### config.mk
export PLATFORM = sky130hd
export DESIGN_NAME = ysyx_23060236_wbu_flat
export DESIGN_NICKNAME = d
export VERILOG_FILES = /design/src/rtl/ysyx_23060236_wbu_if.sv /design/src/rtl/ysyx_23060236_wbu.sv /design/src/flat_wrapper.sv
export SDC_FILE = /design/constraint.sdc
export NUM_CORES = 1
export LEC_CHECK = 0
export BUFFER_PORTS_ARGS = -buffer_cell sky130_fd_sc_hd__buf_4
export CORE_MARGIN = 4
export CORE_UTILIZATION = 25
export DETAILED_ROUTE_END_ITERATION = 7
export GPL_ROUTABILITY_DRIVEN = 0
export GPL_TIMING_DRIVEN = 0
export PLACE_DENSITY = 0.35
export SYNTH_ARGS = -nofsm -noshare
export SYNTH_HDL_FRONTEND = slang
export SYNTH_SLANG_ARGS = --single-unit
### constraint.sdc
create_clock -name clock -period 6.2 [get_ports clock]
set_input_delay 0.93 -clock clock [delete_from_list [all_inputs] [get_ports clock]]
set_output_delay 0.93 -clock clock [all_outputs]
set_load 0.1 [all_outputs]
### src/rtl/ysyx_23060236_wbu_if.sv
// ----------------------------------------------------------------------------
// ysyx_23060236_wbu_if
// Bundle of the write-back stage signals shared by the decoder, the LSU and
// the write-back unit.
//   master : decoder/LSU side (drives issue, retire and kill requests)
//   slave  : write-back unit (drives read data, stall, ready, counters)
// Signals:
//   issue_valid/issue_wen/issue_rd   dispatch request and its destination
//   issue_rs1/issue_rs2              decode-stage source registers
//   rs1_val/rs2_val                  register file read data
//   raw_stall/issue_ready            hazard and dispatch-accept indications
//   wb_valid/wb_wen/wb_rd/wb_val     one-cycle retire pulse from the LSU
//   kill_valid/kill_rd               reservation release for squashed ops
//   retire_cnt/sb_err                retired count and sticky underflow flag
// ----------------------------------------------------------------------------
interface ysyx_23060236_wbu_if #(
    parameter int AW = 4
);
    logic          issue_valid;
    logic          issue_wen;
    logic [AW-1:0] issue_rd;
    logic [AW-1:0] issue_rs1;
    logic [AW-1:0] issue_rs2;
    logic [31:0]   rs1_val;
    logic [31:0]   rs2_val;
    logic          raw_stall;
    logic          issue_ready;
    logic          wb_valid;
    logic [31:0]   wb_val;
    logic [AW-1:0] wb_rd;
    logic          wb_wen;
    logic          kill_valid;
    logic [AW-1:0] kill_rd;
    logic [31:0]   retire_cnt;
    logic          sb_err;

    modport master (
        output issue_valid, issue_wen, issue_rd, issue_rs1, issue_rs2,
        output wb_valid, wb_val, wb_rd, wb_wen, kill_valid, kill_rd,
        input  rs1_val, rs2_val, raw_stall, issue_ready, retire_cnt, sb_err
    );

    modport slave (
        input  issue_valid, issue_wen, issue_rd, issue_rs1, issue_rs2,
        input  wb_valid, wb_val, wb_rd, wb_wen, kill_valid, kill_rd,
        output rs1_val, rs2_val, raw_stall, issue_ready, retire_cnt, sb_err
    );
endinterface

### src/rtl/ysyx_23060236_wbu.sv
// ----------------------------------------------------------------------------
// ysyx_23060236_wbu
// Write-back stage: owns the GPR file (x0 hard-wired to zero), keeps a
// per-register pending-write counter used for RAW hazard detection and
// issue throttling, and counts retired instructions.
// Ports:
//   clock : rising-edge clock
//   reset : asynchronous active-low reset
//   bus   : ysyx_23060236_wbu_if.slave (issue, retire, kill, read data,
//           raw_stall, issue_ready, retire_cnt, sb_err)
// Optional feature:
//   YSYX_23060236_WB_BYPASS_EN : forward the retiring value to the read ports
//   in the retire cycle; a source whose last pending write is retiring then
//   does not stall.
// ----------------------------------------------------------------------------
module ysyx_23060236_wbu #(
    parameter int NR_REG = 16,
    parameter int AW     = 4,
    parameter int CNT_W  = 2
) (
    input logic                  clock,
    input logic                  reset,
    ysyx_23060236_wbu_if.slave   bus
);

    localparam logic [CNT_W-1:0] CNT_MAX  = {CNT_W{1'b1}};
    localparam logic [CNT_W-1:0] CNT_ZERO = {CNT_W{1'b0}};
    localparam logic [CNT_W-1:0] CNT_ONE  = CNT_W'(1);
    localparam logic [AW-1:0]    REG_X0   = {AW{1'b0}};

    logic [31:0]      r_gpr [NR_REG];
    logic [CNT_W-1:0] r_cnt [NR_REG];
    logic [31:0]      r_retire_cnt;
    logic             r_sb_err;

    logic             w_wb_wr;
    logic             w_kill;
    logic             w_reserve;
    logic             w_stall1;
    logic             w_stall2;
    logic             w_raw_stall;
    logic             w_issue_ready;
    logic [31:0]      w_rs1_val;
    logic [31:0]      w_rs2_val;
    logic [CNT_W:0]   w_cnt_res [NR_REG];
    logic             w_uflow;

    // New counter value from current count, one increment and two decrements.
    // Top bit of the result flags an underflow, in which case the count is 0.
    function automatic logic [CNT_W:0] cnt_next(
        input logic [CNT_W-1:0] cnt,
        input logic             inc,
        input logic             dec_a,
        input logic             dec_b
    );
        logic [CNT_W+1:0] up;
        logic [CNT_W+1:0] dn;
        logic [CNT_W+1:0] diff;
        up = (CNT_W+2)'(cnt) + (CNT_W+2)'(inc);
        dn = (CNT_W+2)'(dec_a) + (CNT_W+2)'(dec_b);
        if (up < dn) begin
            cnt_next = {1'b1, CNT_ZERO};
        end else begin
            diff     = up - dn;
            cnt_next = {1'b0, diff[CNT_W-1:0]};
        end
    endfunction

    assign w_wb_wr   = bus.wb_valid & bus.wb_wen & (bus.wb_rd != REG_X0);
    assign w_kill    = bus.kill_valid & (bus.kill_rd != REG_X0);
    assign w_reserve = bus.issue_valid & w_issue_ready & bus.issue_wen
                     & (bus.issue_rd != REG_X0);

    // Read ports and per-source hazard evaluation.
    always_comb begin
        logic busy1;
        logic busy2;
        busy1     = (bus.issue_rs1 != REG_X0) & (r_cnt[bus.issue_rs1] != CNT_ZERO);
        busy2     = (bus.issue_rs2 != REG_X0) & (r_cnt[bus.issue_rs2] != CNT_ZERO);
        w_rs1_val = (bus.issue_rs1 == REG_X0) ? 32'd0 : r_gpr[bus.issue_rs1];
        w_rs2_val = (bus.issue_rs2 == REG_X0) ? 32'd0 : r_gpr[bus.issue_rs2];
        w_stall1  = busy1;
        w_stall2  = busy2;
`ifdef YSYX_23060236_WB_BYPASS_EN
        // w_wb_wr already excludes x0, so a hit implies a non-zero source.
        if (w_wb_wr && (bus.wb_rd == bus.issue_rs1)) begin
            w_rs1_val = bus.wb_val;
            w_stall1  = busy1 & (r_cnt[bus.issue_rs1] != CNT_ONE);
        end else begin
            w_stall1  = busy1;
        end
        if (w_wb_wr && (bus.wb_rd == bus.issue_rs2)) begin
            w_rs2_val = bus.wb_val;
            w_stall2  = busy2 & (r_cnt[bus.issue_rs2] != CNT_ONE);
        end else begin
            w_stall2  = busy2;
        end
`else
        w_stall1  = busy1;
        w_stall2  = busy2;
`endif
    end

    // Dispatch gating: stall on hazard, or block a reservation on a saturated counter.
    always_comb begin
        w_raw_stall   = w_stall1 | w_stall2;
        w_issue_ready = ~w_raw_stall
                      & ~(bus.issue_wen & (bus.issue_rd != REG_X0)
                          & (r_cnt[bus.issue_rd] == CNT_MAX));
    end

    // Net per-register counter update from reserve, retire and kill.
    always_comb begin
        w_uflow = 1'b0;
        for (int r = 0; r < NR_REG; r++) begin
            w_cnt_res[r] = cnt_next(r_cnt[r],
                                    w_reserve & (bus.issue_rd == AW'(r)),
                                    w_wb_wr   & (bus.wb_rd    == AW'(r)),
                                    w_kill    & (bus.kill_rd  == AW'(r)));
            w_uflow      = w_uflow | w_cnt_res[r][CNT_W];
        end
    end

    // Register file, scoreboard counters, retire counter and sticky error.
    always_ff @(posedge clock or negedge reset) begin
        if (!reset) begin
            for (int r = 0; r < NR_REG; r++) begin
                r_gpr[r] <= 32'd0;
                r_cnt[r] <= CNT_ZERO;
            end
            r_retire_cnt <= 32'd0;
            r_sb_err     <= 1'b0;
        end else begin
            if (w_wb_wr) begin
                r_gpr[bus.wb_rd] <= bus.wb_val;
            end
            for (int r = 0; r < NR_REG; r++) begin
                r_cnt[r] <= w_cnt_res[r][CNT_W-1:0];
            end
            if (bus.wb_valid) begin
                r_retire_cnt <= r_retire_cnt + 32'd1;
            end
            r_sb_err <= r_sb_err | w_uflow;
        end
    end

    assign bus.rs1_val     = w_rs1_val;
    assign bus.rs2_val     = w_rs2_val;
    assign bus.raw_stall   = w_raw_stall;
    assign bus.issue_ready = w_issue_ready;
    assign bus.retire_cnt  = r_retire_cnt;
    assign bus.sb_err      = r_sb_err;

endmodule

### src/flat_wrapper.sv
// flat-port wrapper written by rule: the top's interface ports become plain ports
module ysyx_23060236_wbu_flat 
#(
    parameter int NR_REG = 16,
    parameter int AW     = 4,
    parameter int CNT_W  = 2
)
  (clock, reset, bus_issue_valid, bus_issue_wen, bus_issue_rd, bus_issue_rs1, bus_issue_rs2, bus_wb_valid, bus_wb_val, bus_wb_rd, bus_wb_wen, bus_kill_valid, bus_kill_rd, bus_rs1_val, bus_rs2_val, bus_raw_stall, bus_issue_ready, bus_retire_cnt, bus_sb_err);
  ysyx_23060236_wbu_if #(.AW(AW)) bus_i ();
  input logic clock;
  input logic reset;
  input wire logic [$bits(bus_i.issue_valid)-1:0] bus_issue_valid;
  input wire logic [$bits(bus_i.issue_wen)-1:0] bus_issue_wen;
  input wire logic [$bits(bus_i.issue_rd)-1:0] bus_issue_rd;
  input wire logic [$bits(bus_i.issue_rs1)-1:0] bus_issue_rs1;
  input wire logic [$bits(bus_i.issue_rs2)-1:0] bus_issue_rs2;
  input wire logic [$bits(bus_i.wb_valid)-1:0] bus_wb_valid;
  input wire logic [$bits(bus_i.wb_val)-1:0] bus_wb_val;
  input wire logic [$bits(bus_i.wb_rd)-1:0] bus_wb_rd;
  input wire logic [$bits(bus_i.wb_wen)-1:0] bus_wb_wen;
  input wire logic [$bits(bus_i.kill_valid)-1:0] bus_kill_valid;
  input wire logic [$bits(bus_i.kill_rd)-1:0] bus_kill_rd;
  output wire logic [$bits(bus_i.rs1_val)-1:0] bus_rs1_val;
  output wire logic [$bits(bus_i.rs2_val)-1:0] bus_rs2_val;
  output wire logic [$bits(bus_i.raw_stall)-1:0] bus_raw_stall;
  output wire logic [$bits(bus_i.issue_ready)-1:0] bus_issue_ready;
  output wire logic [$bits(bus_i.retire_cnt)-1:0] bus_retire_cnt;
  output wire logic [$bits(bus_i.sb_err)-1:0] bus_sb_err;
  assign bus_i.issue_valid = bus_issue_valid;
  assign bus_i.issue_wen = bus_issue_wen;
  assign bus_i.issue_rd = bus_issue_rd;
  assign bus_i.issue_rs1 = bus_issue_rs1;
  assign bus_i.issue_rs2 = bus_issue_rs2;
  assign bus_i.wb_valid = bus_wb_valid;
  assign bus_i.wb_val = bus_wb_val;
  assign bus_i.wb_rd = bus_wb_rd;
  assign bus_i.wb_wen = bus_wb_wen;
  assign bus_i.kill_valid = bus_kill_valid;
  assign bus_i.kill_rd = bus_kill_rd;
  assign bus_rs1_val = bus_i.rs1_val;
  assign bus_rs2_val = bus_i.rs2_val;
  assign bus_raw_stall = bus_i.raw_stall;
  assign bus_issue_ready = bus_i.issue_ready;
  assign bus_retire_cnt = bus_i.retire_cnt;
  assign bus_sb_err = bus_i.sb_err;
  ysyx_23060236_wbu #(.NR_REG(NR_REG), .AW(AW), .CNT_W(CNT_W)) u_core (.clock(clock), .reset(reset), .bus(bus_i));
endmodule
==> impl_metrics.json, run 1 <==
{
  "post_cts_buffers": 0,
  "power.density_nw_per_um2": 345.3,
  "boundaryPins": 158,
  "n_antenna_cell": 0,
  "cp_cell_sequence": "buf_2 -> buf_2 -> buf_2 -> nor4_1 -> clkbuf_1 -> nor2b_1 -> buf_4",
  "ys_ff_latch": 577,
  "required_ns": 5.27,
  "nNetsFinal": 2726,
  "vias": 21230,
  "root_buffer": "clkbuf_16",
  "postSynth.asyncResetShare": 1.000,
  "setup_viol": 0,
  "clk_latency_ns": 0.64,
  "synthFlopType": "dfrtp_1",
  "cap_violations": 1,
  "vdd_drop_max_v": 0.0001662,
  "period_share": 0.8766,
  "worst_path_largest_cell_delay_ns": 1.12,
  "gr-usage-all-layers": 0.1818,
  "setup_ws_ns": 0.7652,
  "register_area_um2": 14440,
  "crit_type": "in2out",
  "first_global_vias": 22550,
  "yosysSeqAreaShare": 0.4539,
  "cts_max_level": 3,
  "grt_max_degree": 114,
  "rsz0062_at_grt": "no",
  "fmax_mhz": 184.0,
  "dieArea_um2": 133000,
  "syn_area_per_cell_um2": 13.51,
  "hold_viol_final": 0,
  "start_util": 0.2524,
  "hpwlAfterDp_um": 80930,
  "fp.dieW_um": 364.7,
  "cts_resized": 0,
  "dieHeight_um": 364.7,
  "ys.warnings.count": 0,
  "clockBufferDepth": 3,
  "grt_pass1_wl_um": 171800,
  "slew_viol_final": 11,
  "drt_wl_total_um": 120400,
  "area_growth_pct": 18.37,
  "cts_tree": "built",
  "place_ws_ns": 0.6591,
  "synth_top_area_cell": "dfrtp_1",
  "syn_inst": 2355,
  "endpoint_kind": "primary output",
  "drt-vias-per-instance": 4.946,
  "io_buffers": 146,
  "drt_pass1_iterations": 5,
  "outcome": "finished, violations left",
  "syn-cell-area_um2": 31810,
  "worstPathArrival_ns": 4.50,
  "core-area_um2": 126100,
  "multiInputGateArea_um2": 16280,
  "relSlewSlack": -0.01416,
  "skew_ns": 0.01493,
  "violations": "max-capacitance violations, max-slew violations",
  "dpl.cell_count": 4158,
  "cp_max_fo": 10,
  "layout-drive-gt1-share": 0.3742,
  "clk_pin_slew_ns": 0.07,
  "start_kind": "input port",
  "post-route-min-period_ns": 5.435,
  "cts_num_sinks": 577,
  "cp_slowest_cell": "nor4_1",
  "utilization": 0.2987,
  "drtIter0Drc": 1502,
  "antenna_found_initial": 0,
  "finalNonFillerCells": 4293,
  "final.setup.tns_ns": 0,
  "cts_buffers": 76,
  "synth_top_area_frac": 0.4539,
  "wire_per_inst_um": 28.05,
  "synth-edff-count": 0,
  "p_leak_nw": 16.59,
  "netlist_top_cells_area": "dfrtp_1, mux4_2, mux2_2",
  "crit_top_cell": "buf_2",
  "synthDistinctLibCells": 57,
  "hold_buffers": 0,
  "rows": 130,
  "worst_slew_pin_slew_ns": 1.521,
  "grt-ovfl-total": 0,
  "drc": 0,
  "antenna_left": 0,
  "worst_hold_path_type": "in2async",
  "fill_cells": 12640
}
## sequential cells by signal, summed over array words and instances, names as in the netlist
name	cells
u_core.r_cnt	32
u_core.bus.sb_err	1
u_core.bus.retire_cnt	32
u_core.r_gpr	512
## layout by cell type, fill, tap and decap left out, drive strengths merged, types with 46 or more instances in the layout
cell type,netlist,final
nor2,78,78
ha,64,64
inv,42,46
mux4,329,329
nor2b,66,66
clkbuf,139,257
buf,79,232
mux2,353,353
dfrtp,577,577
nand2,408,408
## per-stage QoR
stage	total power [mW]	hold WS (ns)	instance area (µm²)
6_report	13.00	0.2101	37660
5_1_grt	13.64	0.2143	37660
4_1_cts	13.21	0.1952	37640
3_5_place_dp	8.630	0.4614	35150
3_3_place_gp	8.522	0.4526	34980
2_1_floorplan	7.538	0.4413	31820
## logic make-up after synthesis
kind of cell / after synthesis / synth area share
adders and majority gates: 80 / 0.03524
muxes: 689 / 0.3603
DFF: 577 / 0.4539
AOI/OAI and AO/OA: 31 / 0.007394
and+or+nand+nor: 669 / 0.09537
other: 2 / 0.0002361
buffers and inverters: 260 / 0.03465
xor gates and xnor gates: 47 / 0.01294
## Yosys cell counts (34+ instances only)
library cell	instances
dfrtp_1	577
nand2_1	408
mux4_2	327
mux2_2	304
clkbuf_1	139
nor2_1	76
nor2b_1	66
ha_1	64
buf_2	59
mux2_1	49
inv_1	37
xnor2_1	34
## layout make-up
class	instances	share of cell area
clock inverters	16	0.004153
multi-input cells	1519	0.4322
repair buffers	153	0.03409
clock buffers	118	0.06197
flip-flops and latches	577	0.3834
plain buffers	218	0.02512
inverters	42	0.004187
well taps	1650	0.05482
## power breakdown
group	switching, mW	internal (mW)
clock	1.81	2.67
combinational	2.06	1.49
sequential	0.532	4.45
total	4.39	8.61
## critical path, delay by kind of cell
family | cells | cell delay, ns
and+or+nand+nor | 2 | 1.49
buffers and inverters | 5 | 2.06
## path summary, 6_finish.rpt
kind / from / end / slack (ns) / depth (start not counted)
setup reg to reg: u_core.r_cnt[7] / u_core.bus.sb_err / 2.45 / 12
max in group asynchronous: reset / u_core.r_gpr[110] / 3.85 / 5
setup / recovery: bus_issue_rs2[1] / bus_rs2_val[20] / 0.77 / 7
hold reg to reg: u_core.bus.retire_cnt[31] / u_core.bus.retire_cnt[31] / 0.47 / 1
hold / removal: reset / u_core.bus.retire_cnt[31] / 0.21 / 1
min in group clock: u_core.bus.retire_cnt[31] / u_core.bus.retire_cnt[31] / 0.47 / 1
## layer usage
layer | global-route usage | part of all wire | vias up
met5 | 0 | 0 | -
li1 | - | - | 9022
met3 | 0.03387 | 0.050 | 185
met1 | 0.2462 | 0.44 | 11440
met2 | 0.2959 | 0.47 | 592
met4 | 0.05560 | 0.031 | 0
(Power assumes the default switching activity.)
==> run 2, diff against run 1 <==
==> constraint.sdc (replaced) <==
create_clock -name clock -period 6.2 [get_ports clock]
set_input_delay 0.31 -clock clock [delete_from_list [all_inputs] [get_ports clock]]
set_output_delay 0.31 -clock clock [all_outputs]
set_load 0.1 [all_outputs]
==> impl_metrics.json, run 2 (synthesized netlist as in run 1, its figures left out) <==
{
  "violations": "max-capacitance violations",
  "cp_max_fo": 10,
  "power.density_nw_per_um2": 342.9,
  "p_leak_nw": 16.73,
  "outcome": "finished, violations left",
  "start_util": 0.2524,
  "worst_slew_pin_slew_ns": 1.488,
  "io_buffers": 146,
  "postPlaceCellArea_um2": 35150,
  "layout-drive-gt1-share": 0.3696,
  "start_kind": "input port",
  "largest_register_ffs": 512,
  "area_growth_pct": 19.41,
  "dieHeight_um": 364.7,
  "fmax_mhz": 233.5,
  "relSlewSlack": 0.008254,
  "worstPathArrival_ns": 4.77,
  "clk_pin_slew_ns": 0.06,
  "met1Wirelength_um": 53360,
  "cap_violations": 1,
  "hold_buffers": 33,
  "grt_max_degree": 114,
  "grt_pass1_wl_um": 171900,
  "skew_ns": 0.01455,
  "drtIter0Drc": 1452,
  "first_global_vias": 22640,
  "fill_cells": 12630,
  "drt-vias-per-instance": 4.934,
  "endpoint_kind": "flop",
  "rows": 130,
  "worst_path_largest_cell_delay_ns": 1.13,
  "routed.top_layer": "met4",
  "slew_viol_final": 0,
  "antenna_left": 0,
  "fp.dieW_um": 364.7,
  "antenna_found_initial": 0,
  "crit_top_cell": "buf_2",
  "top_register": "u_core.r_gpr",
  "nNetsFinal": 2759,
  "hold_viol_final": 0,
  "rsz0062_at_grt": "no",
  "wire_per_inst_um": 27.83,
  "vdd_drop_max_v": 0.0001650,
  "grt-ovfl-total": 0,
  "drt_pass1_iterations": 5,
  "finalInstanceArea_um2": 37990,
  "place_ws_ns": 1.279,
  "clk_latency_ns": 0.64,
  "worst-path-buf-inv": 4,
  "cts_num_sinks": 577,
  "cp_cell_sequence": "buf_2 -> buf_2 -> clkbuf_1 -> o21bai_1 -> a22oi_2 -> o211ai_4 -> buf_6 -> nor4_2 -> ha_1 -> fa_1 -> a21oi_1 -> or4_1 -> nor3_1 -> nand4_1",
  "vias": 21350,
  "layout_common_cells": "dfrtp_1, nand2_1, mux4_2",
  "core-area_um2": 126100,
  "wl_met2_um": 57140,
  "clockBufferDepth": 3,
  "setup_viol": 0,
  "setup_ws_ns": 1.917,
  "hpwlAfterDp_um": 80930,
  "boundaryPins": 158,
  "dieArea_um2": 133000,
  "post_cts_buffers": 0,
  "post-route-min-period_ns": 4.283,
  "drc": 0,
  "critical-path-top-delay-family": "buffers and inverters",
  "crit_type": "in2reg",
  "final_common_cell": "dfrtp_1",
  "cts_resized": 0,
  "period_share": 0.6908,
  "gr-usage-all-layers": 0.1817,
  "drt_wl_total_um": 120400,
  "fin_total_pwr_mw": 13.03,
  "holdWs_ns": 0.07455,
  "required_ns": 6.69,
  "cts_max_level": 3,
  "root_buffer": "clkbuf_16",
  "met3_length_um": 6174,
  "cts_tree": "built",
  "worst_hold_path_type": "in2reg",
  "cts_buffers": 76,
  "cp_slowest_cell": "clkbuf_1"
}
==> run 2: report_power, final <==
part,internal [mW],total (mW),leakage (nW),switching (mW)
combinational,1.51,3.57,8.03,2.06
sequential,4.45,4.98,7.46,0.532
clock,2.67,4.48,1.24,1.81
total,8.62,13.0,16.7,4.41
==> run 2: layout make-up <==
class	instances	area [µm²]	area share
antenna	1	2.502	0.00006587
buffer	218	945.9	0.02490
clock buffer	118	2333	0.06143
clock inverter	16	156.4	0.004117
inverter	42	157.7	0.004150
multi-input combinational	1519	16280	0.4284
sequential	577	14440	0.3801
tap	1650	2064	0.05434
timing repair buffer	186	1614	0.04249
==> run 2: final timing paths <==
kind,cells after the start,slack (ns),startpoint,to
min in group asynchronous,2,0.19,reset,u_core.bus.retire_cnt[31]
worst min-delay path,2,0.07,bus_wb_valid,u_core.bus.retire_cnt[0]
worst max register to register,12,2.43,u_core.r_cnt[3],u_core.bus.sb_err
worst min register to register,1,0.47,u_core.bus.retire_cnt[31],u_core.bus.retire_cnt[31]
max in group asynchronous,6,3.87,reset,u_core.r_gpr[110]
worst max-delay path,14,1.92,bus_issue_rs1[1],u_core.bus.sb_err
==> run 2: per-layer routing <==
layer,global-route usage,vias to the layer above
met1,0.2465,11460
met4,0.05560,0
met2,0.2959,612
met5,0,-
li1,-,9095
met3,0.03324,180
==> run 2: metrics by stage <==
stage | TNS, ns | util | instances
2_1_floorplan | 0 | - | 2356
3_3_place_gp | -1137.93 | 0.2775 | 4152
3_5_place_dp | 0 | 0.2788 | 4158
4_1_cts | 0 | 0.3012 | 4325
5_1_grt | 0 | 0.3013 | 4326
6_report | 0 | 0.3014 | 4327
==> run 3, diff against run 2 <==
ABC_AREA = 1   (was default)
clock period = 4 ns   (was 6.2 ns; I/O delays follow)
==> impl_metrics.json, run 3 <==
{
  "wire_per_inst_um": 30.44,
  "grt_max_degree": 107,
  "nNetsFinal": 4621,
  "top_register": "u_core.r_gpr",
  "clockBufferDepth": 3,
  "ys.warnings.count": 0,
  "r2r_cells": 18,
  "root_buffer": "clkbuf_16",
  "post-route-min-period_ns": 3.903,
  "reg2reg_to": "u_core.bus.sb_err",
  "drt-vias-per-instance": 5.339,
  "min_path_cells": 6,
  "swShare": 0.3776,
  "vdd_drop_max_v": 0.0003489,
  "first_global_vias": 32370,
  "fmax_mhz": 256.2,
  "period_share": 0.9758,
  "io_buffers": 153,
  "p_sw_mw": 7.613,
  "drc": 0,
  "fin_total_pwr_mw": 20.16,
  "violations": "max-capacitance violations, max-slew violations",
  "required_ns": 3.80,
  "setup_ws_ns": 0.09666,
  "antenna_left": 0,
  "endpoint_kind": "primary output",
  "cts_buffers": 77,
  "p_leak_nw": 17.22,
  "place_ws_ns": -0.3329,
  "worst_slew_pin_slew_ns": 1.520,
  "drt_pass1_iterations": 6,
  "relSlewSlack": -0.01323,
  "cap_violations": 3,
  "hpwlAfterDp_um": 138100,
  "power.density_nw_per_um2": 524.4,
  "layout_common_cells": "o21ai_0, nand2_1, dfrtp_1",
  "grt_pass1_wl_um": 262600,
  "layout-drive-gt1-share": 0.09778,
  "netlist_top_cells_area": "dfrtp_1, o21ai_0, nand2_1",
  "grt-ovfl-total": 0,
  "crit-reg2reg-launch": "u_core.r_cnt[7]",
  "drtIter0Drc": 3920,
  "fp.dieW_um": 366.7,
  "postSynth.asyncResetShare": 1.000,
  "skew_ns": 0.03127,
  "crit_type": "in2out",
  "synthTopCellsByCount": "o21ai_0, nand2_1, dfrtp_1, inv_1, a21oi_1",
  "synth_top_area_frac": 0.4489,
  "setup_viol": 0,
  "worst_hold_path_type": "in2reg",
  "reg2reg_setup_slack_ns": 0.52,
  "clk_latency_ns": 0.66,
  "hold_end": "u_core.bus.retire_cnt[27]",
  "outcome": "finished, violations left",
  "min_from": "bus_wb_valid",
  "synthDistinctLibCells": 40,
  "start_kind": "input port",
  "largest_register_ffs": 512,
  "worstPathArrival_ns": 3.70,
  "gr-usage-all-layers": 0.2736,
  "antenna_found_initial": 10,
  "boundaryPins": 158,
  "yosysSeqAreaShare": 0.4489,
  "ys_ff_latch": 577,
  "vias": 33140,
  "drt_wl_total_um": 188900,
  "cts_tree": "built",
  "synthFlopType": "dfrtp_1",
  "synth-edff-count": 0,
  "area_growth_pct": 19.53,
  "cts_num_sinks": 577,
  "cts_max_level": 3,
  "dieHeight_um": 366.7,
  "syn_inst": 4211,
  "syn_area_per_cell_um2": 7.639,
  "clkPwrFrac": 0.360,
  "hold_viol_final": 0,
  "slew_viol_final": 32,
  "rsz0062_at_grt": "no",
  "syn-cell-area_um2": 32170,
  "rows": 131,
  "critical_path.startpoint": "bus_issue_rs1[0]",
  "synth_most_common_cell": "o21ai_0",
  "power_frac_seq": 0.385,
  "p_int_mw": 12.55,
  "dieArea_um2": 134500,
  "p_comb_frac": 0.255,
  "start_util": 0.2519,
  "final_common_cell": "o21ai_0",
  "synth_top_area_cell": "dfrtp_1",
  "cp_max_fo": 10,
  "clk_pin_slew_ns": 0.05,
  "core-area_um2": 127700
}
-- run 3: cells by family (layout without fill, tap and decap cells) --
kind of cell             count (synthesis)  in the layout  share of synthesized area
adder cells (fa/ha/maj)                 80             80                    0.03485
AO/OA/AOI/OAI                         1528           1528                     0.2556
buffers and inverters                  729           1058                    0.09140
AND/OR/NAND/NOR                       1264           1264                     0.1606
flip-flops                             577            577                     0.4489
XOR/XNOR                                31             31                   0.008440
other                                    2              6                  0.0002335
-- run 3: area by class of cell --
cell class | count | area (µm²)
well taps | 1662 | 2079
flip-flops and latches | 577 | 14440
multi-input cells | 2906 | 14790
clock buffers | 122 | 2381
repair buffers | 191 | 1624
fillers | 13990 | 89230
plain buffers | 334 | 1460
inverters | 395 | 1483
clock inverters | 16 | 182.7
diodes | 3 | 7.507
-- run 3: worst max-delay path, cell delays in order --
cell and delay, ns:
buf_4 0.14, inv_2 0.27, buf_2 0.38, buf_1 1.13, nor2_1 0.05, o21ai_0 0.23, o211ai_1 0.40, a21oi_1 0.49
buf_4 0.36
-- run 3: worst max-delay path by stage --
stage,to,slack [ns]
floorplan,u_core.bus.sb_err,0.71
global placement,u_core.r_gpr[80],-4.79
detailed placement,u_core.bus.sb_err,-0.33
CTS,bus_rs1_val[29],0.04
global route,bus_rs1_val[29],0.07
finish,bus_rs1_val[29],0.1
-- run 3: repair_timing --
action | in CTS | in global routing
hold buffers | 33 | 0
hold endpoints to repair | 268 | 0
setup endpoints to repair | 0 | 1
buffers inserted | 0 | 0
gates resized for setup | 0 | 3
-- run 3: layer usage --
layer  vias to the layer above  track usage  wire [µm]
li1                      14700            -          -
met1                     16560       0.3932      86630
met2                      1557       0.4066      79890
met3                       324      0.06158      16380
met4                         2      0.08323       5957
met5                         -     0.007479         35
-- run 3: per-stage QoR --
step / utilization / instances / TNS (ns) / cell area (µm²) / hold WS, ns
floorplan: - / 4212 / 0 / 32170 / -0.09559
global placement: 0.2772 / 6027 / -2651.92 / 35400 / 0.4615
detailed placement: 0.2784 / 6032 / -0.3329 / 35550 / 0.2524
CTS: 0.3011 / 6203 / 0 / 38440 / 0.02774
global route: 0.3011 / 6203 / 0 / 38440 / 0.08859
finish: 0.3011 / 6206 / 0 / 38450 / 0.04765
-- run 3: power groups by stage --
stage          clock network (mW)  logic (mW)  registers (mW)
2_1_floorplan                   0        3.04            7.78
3_3_place_gp                    0        5.01            7.83
3_5_place_dp                    0        5.05            7.82
4_1_cts                      7.39        5.08            7.73
5_1_grt                      7.64        5.59            7.88
6_report                     7.27        5.14            7.76
